File: config.mk
export PLATFORM = sky130hd
export DESIGN_NAME = msk_roundcst_gen
export DESIGN_NICKNAME = d
export VERILOG_FILES = /design/src/rtl/ascon_msk_pkg.sv /design/src/rtl/msk_cst_share.sv /design/src/rtl/msk_roundcst_gen.sv
export SDC_FILE = /design/constraint.sdc
export NUM_CORES = 1
export LEC_CHECK = 0
export ABC_AREA = 0
export CELL_PAD_IN_SITES_DETAIL_PLACEMENT = 0
export CELL_PAD_IN_SITES_GLOBAL_PLACEMENT = 2
export CORE_MARGIN = 10
export CORE_UTILIZATION = 26
export CTS_CLUSTER_DIAMETER = 80
export CTS_CLUSTER_SIZE = 20
export DETAILED_ROUTE_END_ITERATION = 16
export PLACE_DENSITY = 0.77
export SYNTH_ARGS = -nofsm -noshare
export SYNTH_HDL_FRONTEND = slang
export SYNTH_HIERARCHICAL = 1
export SYNTH_SLANG_ARGS = --single-unit
File: constraint.sdc
create_clock -name clk -period 1.8 [get_ports clk]
set_input_delay 0.45 -clock clk [delete_from_list [all_inputs] [get_ports clk]]
set_output_delay 0.45 -clock clk [all_outputs]
set_load 0.005 [all_outputs]
File: src/rtl/ascon_msk_pkg.sv
// ascon_msk_pkg
// Shared definitions for the masked Ascon round-constant sequencer:
//   - 2-bit round-count encodings on the nrounds input
//   - first round index for each round count (12 - N)
//   - unmasked round constant as a function of the round index
//   - sequencer FSM state encoding
package ascon_msk_pkg;

    // nrounds encodings; 2'b11 is an alias for the full 12-round run
    localparam logic [1:0] NR_12     = 2'b00;
    localparam logic [1:0] NR_8      = 2'b01;
    localparam logic [1:0] NR_6      = 2'b10;
    localparam logic [1:0] NR_12_ALT = 2'b11;

    // First round index for each run length; all runs end on index 11
    localparam logic [3:0] START_IDX_12 = 4'd0;
    localparam logic [3:0] START_IDX_8  = 4'd4;
    localparam logic [3:0] START_IDX_6  = 4'd6;
    localparam logic [3:0] LAST_IDX     = 4'd11;

    typedef enum logic [1:0] {
        ST_IDLE = 2'b00,
        ST_RUN  = 2'b01,
        ST_FIN  = 2'b10
    } state_e;

    // Upper nibble counts down from 15 while the lower nibble counts up
    function automatic logic [7:0] round_const(input logic [3:0] r);
        logic [3:0] hi;
        hi = 4'd15 - r;
        return {hi, r};
    endfunction

    function automatic logic [3:0] start_index(input logic [1:0] nr);
        logic [3:0] s;
        case (nr)
            NR_8:    s = START_IDX_8;
            NR_6:    s = START_IDX_6;
            default: s = START_IDX_12;
        endcase
        return s;
    endfunction

endpackage

File: src/rtl/msk_cst_share.sv
// msk_cst_share
// Combinational d-share Boolean masking of an 8-bit constant.
// Ports:
//   cst_i      [7:0]          unmasked constant
//   rnd_i      [8*(d-1)-1:0]  fresh randomness, d-1 bits per constant bit
//   shares_o   [8*d-1:0]      share-interleaved result: share j of bit i
//                             sits at index i*d+j
// Shares 1..d-1 are taken straight from the randomness; share 0 absorbs
// the constant so that the XOR over all shares of a bit equals that bit.
module msk_cst_share #(
    parameter int d = 2
) (
    input  logic [7:0]         cst_i,
    input  logic [8*(d-1)-1:0] rnd_i,
    output logic [8*d-1:0]     shares_o
);

    always_comb begin
        logic acc;
        shares_o = '0;
        for (int i = 0; i < 8; i++) begin
            acc = cst_i[i];
            for (int j = 1; j < d; j++) begin
                shares_o[i*d+j] = rnd_i[i*(d-1)+j-1];
                acc = acc ^ rnd_i[i*(d-1)+j-1];
            end
            shares_o[i*d] = acc;
        end
    end

endmodule

File: src/rtl/msk_roundcst_gen.sv
// msk_roundcst_gen
// Sequencer producing the masked round constant for the masked Ascon
// constant-addition layer. A start request in IDLE launches a run of
// 12, 8 or 6 rounds; each constant is freshly re-shared when it is loaded
// and held until the permutation signals adv.
// Ports:
//   clk        system clock, rising edge
//   rst        synchronous active-high reset
//   start      run request, sampled only in IDLE
//   nrounds    round count select (00/11 -> 12, 01 -> 8, 10 -> 6)
//   adv        current constant consumed, advance to the next one
//   rnd        re-sharing randomness, used on load edges only
//   roundcst   masked constant, share-interleaved (bit i share j at i*d+j)
//   cst_valid  roundcst holds a live constant
//   last       current constant is round index 11
//   round_idx  current round index
//   busy       run in progress (RUN or FIN)
//   done       one-cycle pulse after the final constant is consumed
module msk_roundcst_gen
    import ascon_msk_pkg::*;
#(
    parameter int d = 2
) (
    input  logic               clk,
    input  logic               rst,
    input  logic               start,
    input  logic [1:0]         nrounds,
    input  logic               adv,
    input  logic [8*(d-1)-1:0] rnd,
    output logic [8*d-1:0]     roundcst,
    output logic               cst_valid,
    output logic               last,
    output logic [3:0]         round_idx,
    output logic               busy,
    output logic               done
);

    state_e           state_q, state_d;
    logic [3:0]       idx_q, idx_d;
    logic [8*d-1:0]   cst_q, cst_d;

    // Constant fed to the single sharing instance: whichever round is
    // about to be loaded on this edge.
    logic [7:0]       cstSel;
    logic [8*d-1:0]   sharedCst;

    msk_cst_share #(.d(d)) u_share (
        .cst_i    (cstSel),
        .rnd_i    (rnd),
        .shares_o (sharedCst)
    );

    always_ff @(posedge clk) begin
        if (rst) begin
            state_q <= ST_IDLE;
            idx_q   <= '0;
            cst_q   <= '0;
        end else begin
            state_q <= state_d;
            idx_q   <= idx_d;
            cst_q   <= cst_d;
        end
    end

    // Index and masked constant are cleared whenever the sequencer leaves
    // RUN so that IDLE and FIN present all-zero data.
    always_comb begin
        state_d = state_q;
        idx_d   = idx_q;
        cst_d   = cst_q;
        cstSel  = round_const(idx_q);
        case (state_q)
            ST_IDLE: begin
                if (start) begin
                    state_d = ST_RUN;
                    idx_d   = start_index(nrounds);
                    cstSel  = round_const(start_index(nrounds));
                    cst_d   = sharedCst;
                end
            end
            ST_RUN: begin
                if (adv) begin
                    if (idx_q == LAST_IDX) begin
                        state_d = ST_FIN;
                        idx_d   = '0;
                        cst_d   = '0;
                    end else begin
                        idx_d   = idx_q + 4'd1;
                        cstSel  = round_const(idx_q + 4'd1);
                        cst_d   = sharedCst;
                    end
                end
            end
            ST_FIN: begin
                state_d = ST_IDLE;
                idx_d   = '0;
                cst_d   = '0;
            end
            default: begin
                state_d = ST_IDLE;
                idx_d   = '0;
                cst_d   = '0;
            end
        endcase
    end

    // Outputs decode flops only, so rnd and adv never reach them
    // combinationally.
    assign roundcst  = cst_q;
    assign round_idx = idx_q;
    assign cst_valid = (state_q == ST_RUN);
    assign last      = (state_q == ST_RUN) && (idx_q == LAST_IDX);
    assign busy      = (state_q == ST_RUN) || (state_q == ST_FIN);
    assign done      = (state_q == ST_FIN);

endmodule

# Word-level counts from Yosys, hierarchy flattened
# Index checks and enable logic that the tools add are counted.
[word_totals]
reg_bits = 22
in_bits = 14
wordCells = 46
[op_classes]
add_sub_neg = 4
n_eq_ne = 8
muxes = 18
bitwise = 8
n_reduce_logical = 5
[ops]
columns = ["operator", "n"]
rows = [
  ["$mux 16", 3],
  ["$pmux 16 s2", 1],
  ["$mux 8", 3],
  ["$mux 4", 4],
  ["$pmux 8 s2", 1],
  ["$sub 4x4->4 const A", 3],
  ["$pmux 4 s2", 1],
  ["$xor 1x1->1", 8],
  ["$mux 2", 3],
  ["$pmux 3 s2", 1],
  ["$add 4x1->4 const B", 1],
  ["$eq 2x1->1 const B", 2],
  ["$eq 2x2->1 const B", 2],
  ["$eq 4x4->1 const B", 1],
  ["$ne 2x2->1 const B", 2],
  ["$pmux 2 s2", 1],
  ["$reduce_and 3->1", 1],
  ["$logic_not 2->1", 1],
  ["$ne 2x1->1 const B", 1],
  ["$reduce_and 2->1", 1],
  ["$logic_and 1x1->1", 1],
  ["$logic_or 1x1->1", 1],
]

# Logic depth before layout (Yosys ltp)
# Gate-level depths: netlist (run 1).
[depth]
ltp_word = 11
mapped_depth = 10

# Cells and area by module
# Netlist (run 1), hierarchy kept.
[modules_own_cells]
columns = ["module", "instances", "cells_per_inst", "area_each_um2", "seq_area_each_um2"]
rows = [
  ["msk_roundcst_gen", 1, 161, 1397.6, 440.4],
  ["msk_cst_share", 1, 16, 130.1, 0.0],
]

# Worst setup path before layout (run 1)
# No wires, ideal clock.
[synth_timing]
path_type = "register to register"
from = "register idx_q[1], in the netlist round_idx[1]"
to = "register cst_q[0], in the netlist roundcst[0]"
t_arrival_ns = 1.909
required_ns = 1.708
slack_ns = -0.201
stages_incl_launch_ff = 11
period_less_slack_ns = 2.001
path_cell_list = "dfxtp_1 > ha_1 > and3b_2 > inv_4 > ha_1 > nand2_1 > o21ai_0 > o21ai_0 > xor2_1 > nand4b_1 > o32ai_1"
[synth_between]
elab_chain_len = 8
elab_cells_between_ends = 9
classes_between = "1 x eq/ne; 7 x mux; 1 x bitwise"
[synth_lines]
columns = ["element", "line", "rtl"]
rows = [
  ["start, declared", "msk_roundcst_gen.sv:39", "logic [3:0] idx_q, idx_d;"],
  ["start signal, assigned", "msk_roundcst_gen.sv:60", "idx_q <= idx_d;"],
  ["$eq 4x4->1 (*)", "msk_roundcst_gen.sv:83", "if (idx_q == LAST_IDX) begin"],
  ["$mux 8 (*)", "msk_roundcst_gen.sv:83", ""],
  ["$mux 8 (*)", "msk_roundcst_gen.sv:82", "if (adv) begin"],
  ["$pmux 8 s2 (*)", "msk_roundcst_gen.sv:72", "case (state_q)"],
  ["via cstSel[0]", "msk_roundcst_gen.sv:44", "logic [7:0] cstSel;"],
  ["$xor 1x1->1 (*)", "msk_cst_share.sv:25", "acc = acc ^ rnd_i[i*(d-1)+j-1];"],
  ["via sharedCst[0]", "msk_roundcst_gen.sv:45", "logic [8*d-1:0] sharedCst;"],
  ["$mux 16", "msk_roundcst_gen.sv:83", ""],
  ["$mux 16", "msk_roundcst_gen.sv:82", ""],
  ["$pmux 16 s2 (*)", "msk_roundcst_gen.sv:72", ""],
  ["end signal, assigned", "msk_roundcst_gen.sv:61", "cst_q <= cst_d;"],
  ["end, declared", "msk_roundcst_gen.sv:40", "logic [8*d-1:0] cst_q, cst_d;"],
]
# The timed path passes the listed nets; every way through them passes the cells marked *. The select of a mux whose other input is x is not followed.
# A chain may end at the register's enable or synchronous reset.

# Worst setup path in the final report (run 1)
[layout_timing]
from = "register idx_q[0], in the netlist round_idx[0]"
to = "register cst_q[2], in the netlist roundcst[2]"
[layout_between]
elab_chain_len = 8
elab_cells_between_ends = 10
classes_between = "1 x add/sub; 1 x eq/ne; 7 x mux; 1 x bitwise"
[layout_lines]
columns = ["element", "line"]
rows = [
  ["$add 4x1->4 / $eq 4x4->1 (equally long branches)", "msk_roundcst_gen.sv:89, msk_roundcst_gen.sv:83"],
  ["$mux 8 (*)", "msk_roundcst_gen.sv:83"],
  ["$mux 8 (*)", "msk_roundcst_gen.sv:82"],
  ["$pmux 8 s2 (*)", "msk_roundcst_gen.sv:72"],
  ["via cstSel[1]", "msk_roundcst_gen.sv:44"],
  ["$xor 1x1->1 (*)", "msk_cst_share.sv:25"],
  ["via sharedCst[2]", "msk_roundcst_gen.sv:45"],
  ["$mux 16", "msk_roundcst_gen.sv:83"],
  ["$mux 16", "msk_roundcst_gen.sv:82"],
  ["$pmux 16 s2 (*)", "msk_roundcst_gen.sv:72"],
]
# Marked as above.

==> impl_results.md, run 1 <==
* Via count at 1,480
* Sequential-to-total area share from yosys stat at 0.288
* Htree depth at 1
* Boundary Pins at 38
* Largest area contributor in the netlist: dfxtp_1
* Hold Path Class: flip-flop to flip-flop
* Clock skew at 0.00451 ns
* Storage cell area at 450 µm²
* # setup viols final at 2
* Die Width at 96.7 µm
* Avg Cell Area, Syn at 8.63 µm²
* Area share of the largest cell type after synthesis at 0.288
* Clock root cell: clkbuf_8
* Warnings from Yosys at 6
* DR WL/cell at 15.2 µm
* Residual DRC at 0
* DP Cell Count at 295
* Setup_tns at -0.0187 ns
* Slew @ Worst Pin at 0.280 ns
* Unique masters post-synth at 40
* Crit. End Element: flip-flop
* Grt total ovfl at 0
* Port bufs at 37
* Number of flops mapped to enable cells by yosys at 0
* Post-Synthesis Cells at 177
* CP arrival at 1.99 ns
* Syn-to-layout area delta at 50.9%
* Clk Latency, worst-skew pair at 0.27 ns
* Total Wirelength at 4560 µm
* CTS tree: yes
* DR vias/cell at 4.92
* Die area at 0.00934 mm²
* Worst r2r src: round_idx[0]
* Worst EP required at 1.98 ns
* Max Root-Sink Buffers at 2
* Initial antenna violation count at 0
* Period utilization at 1.01
* Router iterations before antenna repair at 4
* Failing checks: negative setup slack
* Final-layout fill cell count at 589
* Initial core utilization at 0.272
* Main synth FF type: dfxtp_1
* Post-route ant nets at 0
* Crit Path Class: flip-flop to flip-flop
* Syn_nets at 197
* Core Footprint at 0.00561 mm²
* Vias in the first global route at 1,412
* Power density over the cells at 1180 mW/mm²
* Net count reported at finish at 250
* Critical path origin: round_idx[0]
* Outcome: finished with violations
* Multi-input gate area at 966 µm²
* Ant diodes at 0
* Post-route insts no fill at 301
* Finished Cell Area at 0.00230 mm²
* Fmax achieved at 550 MHz
* RD Place Congestion at 0.836
* Largest net degree at the start of global routing at 40
* Layout cells sized above 1 at 0.301
* Worst rel slew slack at 0.813
* CTS Buf Count at 3
* Leak pwr at 0.886 nW
* Minimum clock period at 1.82 ns
* RSZ-0062 raised after global routing: yes
* Max Transition Viols Final at 0
* CP startpoint kind: flip-flop
* Async SR Flop Fraction at 0
* First-pass GRT wire length at 7610 µm
* Yosys reg bits at 22
* Post-detail-place hpwl at 3520 µm
* Total global-route track usage at 0.0947
* Die Ht at 96.7 µm
* DRC marker count from the first detailed-route iteration at 56
* Cell Rows at 27
* Clk slew on worst S/H paths at 0.08 ns
* Placed Area at 0.00212 mm²
* Final Hold Fails at 0
* Max_cap viols at 0
* Final WS setup at -0.0178 ns
* CTS Hold Bufs at 0
* Worst-path fanout max at 4
* Worst vdd ir at 0.677 mV
* Synth Cell Area at 0.00153 mm²
* HP Start: roundcst[13]
* Clock sink count at 22
* Area contributors post-synth: dfxtp_1 (29%), nand4b_1 (9.7%), o32ai_1 (9.2%)
==> synth_stat cells, drive strengths merged (2+ instances only) <==
| library cell | n |
|---|---|
| inv | 23 |
| dfxtp | 22 |
| buf | 17 |
| nand4b | 17 |
| o32ai | 16 |
| nand2 | 8 |
| xor2 | 8 |
| nand2b | 7 |
| clkbuf | 6 |
| ha | 6 |
| o21ai | 5 |
| a21oi | 4 |
| nor2 | 4 |
| a221o | 3 |
| and3 | 3 |
| nand3 | 3 |
| a211oi | 2 |
| a31oi | 2 |
| and2b | 2 |
| mux2i | 2 |
| nand4 | 2 |
| nor2b | 2 |
| o211ai | 2 |
| o221ai | 2 |
==> logic make-up (layout without fill, tap and decap cells) <==
logic type / after synthesis / count (layout) / share of synthesized area
AND/OR/NAND/NOR: 52 / 52 / 0.229
buffers and inverters: 46 / 98 / 0.156
AO/OA/AOI/OAI: 41 / 41 / 0.219
flip-flops: 22 / 22 / 0.288
XOR/XNOR: 8 / 8 / 0.0459
adder cells (fa/ha/maj): 6 / 6 / 0.0491
multiplexers: 2 / 2 / 0.0131
==> area by class of cell <==
cell class | instances | area share
multi-input combinational | 109 | 0.419
timing repair buffer | 71 | 0.284
sequential | 22 | 0.195
tap | 72 | 0.0391
inverter | 23 | 0.0385
clock buffer | 4 | 0.0239
==> sequential cells by signal (all words and copies together) (netlist names) <==
name / count
state_q: 2
roundcst: 16
round_idx: 4
==> metal layers <==
metal | global-route usage | part of all wire
met2 | 0.146 | 0.44
met4 | 0.0237 | 0.0083
met1 | 0.127 | 0.49
met3 | 0.0234 | 0.062
met5 | 0 | 0
==> where the power goes <==
part | switching, mW | leakage, nW | total (mW) | internal [mW]
Sequential | 0.0666 | 0.183 | 0.695 | 0.629
Combinational | 0.798 | 0.674 | 1.65 | 0.854
Clock | 0.168 | 0.0288 | 0.363 | 0.195
==> what timing repair did <==
action / 4_1_cts / 5_1_grt
buffers inserted: 1 / 1
pin swaps: 17 / 10
gates resized for setup: 16 / 17
setup endpoints to repair: 11 / 10
==> worst max-delay path, cell delays in order (launching register included) <==
cell	delay [ns]
dfxtp_4	0.36
ha_4	0.16
and3b_2	0.22
buf_4	0.14
o211ai_1	0.25
a221o_1	0.23
xor2_1	0.14
nand4b_1	0.10
o32ai_1	0.11
==> per-stage QoR <==
step	hold WS (ns)	setup slack (ns)	utilization	total power [mW]
global route	0.494	-0.101	0.411	2.93
detailed placement	0.462	-0.340	0.379	2.27
CTS	0.475	-0.0311	0.398	2.69
finish	0.473	-0.0178	0.411	2.71
floorplan	0.466	0.0113	-	1.54
global placement	0.464	-0.337	0.379	2.27
==> cell usage in the layout, fill, tap and decap left out, drive strengths merged, types with 2 or more instances in the layout <==
cell type and instances:
a31oi 2, ha 6, o32ai 16, dlymetal6s2s 3
nand2b 7, nand2 8, mux2i 2, o21ai 5
a21oi 4, clkbuf 4, inv 23, o221ai 2
clkdlybuf4s50 29, o211ai 2, nand4b 17, and2b 2
xor2 8, buf 34, and3 3, nand3 3
dlygate4sd2 4, dfxtp 22, a221o 3, nor2 4
nor2b 2, nand4 2, a211oi 2
==> path summary, 6_finish.rpt <==
path | depth (start not counted) | to | slack (ns)
setup / recovery | 8 | roundcst[2] | -0.02
hold / removal | 2 | roundcst[13] | 0.47
setup reg to reg | 8 | roundcst[2] | -0.02
hold reg to reg | 2 | roundcst[13] | 0.47
No activity file was read; power rests on OpenSTA's default activity.
==> run 2: changes to the inputs <==
SETUP_SLACK_MARGIN = 0.02   (was default)
SLEW_MARGIN = 20   (was default)
==> run 2 against run 1 <==
- the flow now finishes without violations
- critical endpoint is now round_idx[3]
- first-iteration DRC count grew 89%
- highest routed layer unchanged
- final area up 7.3%
- count of clock-buffer cells in the layout shrank 1
- largest cell class unchanged
==> impl_results.md, run 2 (synthesis results as in run 1) <==
* First-pass GRT wire length at 7470 µm (was 7610 µm)
* DR vias/cell at 4.88 (was 4.92)
* Worst stage delay on the critical path at 0.52 ns (was 0.36 ns)
* Grt total ovfl at 0 (unchanged)
* Worst EP required at 1.35 ns (was 1.98 ns)
* Crit path buffers/inverters at 2 (was 1)
* Layout cells sized above 1 at 0.325 (was 0.301)
* Leak pwr at 0.995 nW (was 0.886 nW)
* Hold Path Class: flip-flop to flip-flop (unchanged)
* Total global-route track usage at 0.0930 (was 0.0947)
* Post-route insts no fill at 312 (was 301)
* Initial core utilization at 0.272 (unchanged)
* Worst rel slew slack at 0.820 (was 0.813)
* Commonest non-fill, non-tap cell in the layout: buf_4 (unchanged)
* Commonest cells after routing, fill and taps aside: buf_4 (34), clkdlybuf4s50_1 (27), inv_1 (19), nand4b_1 (17), dfxtp_1 (17) (was buf_4 (32), clkdlybuf4s50_1 (29), inv_1 (20), dfxtp_1 (18), nand4b_1 (17))
* CP top delay family: buffers and inverters (was compound AO/OA/AOI/OAI gates)
* Die Width at 96.7 µm (unchanged)
* Final-layout fill cell count at 597 (was 589)
* Minimum clock period at 1.78 ns (was 1.82 ns)
* Largest register FFs at 16 (unchanged)
* # setup viols final at 0 (was 2)
* DP Cell Count at 296 (was 295)
* Slowest cell on the critical path: clkdlybuf4s50_1 (was dfxtp_4)
* P_int at 1.99 mW (was 1.68 mW)
* Period utilization at 0.989 (was 1.01)
* Residual DRC at 0 (unchanged)
* Boundary Pins at 38 (unchanged)
* Initial antenna violation count at 0 (unchanged)
* Final Core Density at 0.441 (was 0.411)
* Max Transition Viols Final at 0 (unchanged)
* Clock skew at 0.00518 ns (was 0.00451 ns)
* Syn-to-layout area delta at 61.9% (was 50.9%)
* Final WS setup at 0.0204 ns (was -0.0178 ns)
* RD Place Congestion at 0.793 (was 0.836)
* CTS Hold Bufs at 0 (unchanged)
* Via count at 1,522 (was 1,480)
* Storage cell area at 452 µm² (was 450 µm²)
* Htree depth at 1 (unchanged)
* Total power at 3.08 mW (was 2.71 mW)
* Final Hold Fails at 0 (unchanged)
* Ant diodes at 0 (unchanged)
* Largest net degree at the start of global routing at 40 (unchanged)
* Crit Path Class: flip-flop to output pin (was flip-flop to flip-flop)
* DR WL/cell at 15.3 µm (was 15.2 µm)
* Post-route ant nets at 0 (unchanged)
* Core Footprint at 0.00561 mm² (unchanged)
* CP arrival at 1.33 ns (was 1.99 ns)
* Place WS at -0.344 ns (was -0.340 ns)
* Cell Rows at 27 (unchanged)
* Combinational share of power at 0.617 (was 0.609)
* Max_cap viols at 0 (unchanged)
* Die area at 0.00934 mm² (unchanged)
* Clk Latency, worst-skew pair at 0.26 ns (was 0.27 ns)
* Crit. End Element: output pin (was flip-flop)
* Vias in the first global route at 1,431 (was 1,412)
* Outcome: finished, final reports clean (was finished with violations)
* Worst-path fanout max at 9 (was 4)
* DRC marker count from the first detailed-route iteration at 106 (was 56)
* Crit path cell chain: buf_4 > clkdlybuf4s50_1 (was ha_4 > and3b_2 > buf_4 > o211ai_1 > a221o_1 > xor2_1 > nand4b_1 > o32ai_1)
* Router iterations before antenna repair at 4 (unchanged)
* Power density over the cells at 1250 mW/mm² (was 1180 mW/mm²)
* Max Root-Sink Buffers at 2 (unchanged)
* Total Wirelength at 4760 µm (was 4560 µm)
* Clock root cell: clkbuf_8 (unchanged)
* Post-detail-place hpwl at 3400 µm (was 3520 µm)
* Sw Ratio at 0.354 (was 0.381)
* Register share of total power at 0.229 (was 0.256)
* RSZ-0062 raised after global routing: yes (unchanged)
* Multi-input gate area at 966 µm² (unchanged)
* Part of the power in the clock network at 0.154 (was 0.134)
* Clk slew on worst S/H paths at 0.09 ns (was 0.08 ns)
* Fmax achieved at 562 MHz (was 550 MHz)
* Port bufs at 37 (unchanged)
* Worst vdd ir at 0.798 mV (was 0.677 mV)
* CP startpoint kind: flip-flop (unchanged)
* Slew @ Worst Pin at 0.269 ns (was 0.280 ns)
* CTS Buf Count at 3 (unchanged)
* Setup_tns at 0 ns (was -0.0187 ns)
* CTS tree: yes (unchanged)
* Die Ht at 96.7 µm (unchanged)
* Net count reported at finish at 261 (was 250)
* Clock sink count at 22 (unchanged)
* Switching power at 1.09 mW (was 1.03 mW)
==> run 2: cell count changes in the layout (fill, tap and decap cells not counted), sizes merged <==
cell	change
buf	+11
clkdlybuf4s50	-2
bufinv	+1
clkdlybuf4s15	-1
dlygate4sd2	+1
dlymetal6s2s	+1
==> run 2: routing by layer <==
metal | up-vias | global-route usage | wire length [µm]
met4 | 0 | 0.0135 | 17
met5 | - | 0 | 0
met1 | 714 | 0.119 | 2240
li1 | 771 | - | -
met2 | 35 | 0.153 | 2220
met3 | 2 | 0.0256 | 280
==> run 2: timing repair <==
| item | in CTS | in global routing |
|---|---|---|
| gates resized for setup | 19 | 24 |
| gates cloned | 0 | 1 |
| pin swaps | 13 | 9 |
| setup endpoints to repair | 10 | 12 |
| setup buffers | 5 | 6 |
==> run 2: power groups by stage <==
stage | Clock (mW) | Sequential (mW) | Combinational, mW
global placement | 0 | 0.710 | 1.61
CTS | 0.488 | 0.702 | 1.66
finish | 0.474 | 0.705 | 1.90
floorplan | 0 | 0.731 | 0.810
detailed placement | 0 | 0.714 | 1.60
global route | 0.502 | 0.723 | 2.07
==> run 2: worst min-delay path, cell delays in order, from the launching register on <==
cell,delay (ns)
dfxtp_1,0.32
inv_1,0.04
o32ai_1,0.07
==> run 2: area by class of cell <==
| class | instances | share of cell area |
|---|---|---|
| clock buffer | 3 | 0.0167 |
| clock inverter | 1 | 0.0121 |
| inverter | 23 | 0.0359 |
| multi-input combinational | 109 | 0.390 |
| sequential | 22 | 0.183 |
| tap | 72 | 0.0364 |
| timing repair buffer | 82 | 0.326 |
==> run 2: worst paths after layout <==
| kind | start | end | slack, ns | depth (start not counted) |
|---|---|---|---|---|
| worst min register to register | roundcst[0] | roundcst[0] | 0.48 | 2 |
| worst min-delay path | roundcst[0] | roundcst[0] | 0.48 | 2 |
| worst max register to register | round_idx[0] | roundcst[0] | 0.04 | 10 |
| worst max-delay path | round_idx[3] | round_idx[3] | 0.02 | 2 |
==> run 2: metrics by stage <==
step	instance area, µm²	hold WS [ns]
CTS	2310	0.479
global route	2470	0.494
floorplan	1560	0.466
global placement	2170	0.463
finish	2470	0.476
detailed placement	2170	0.464
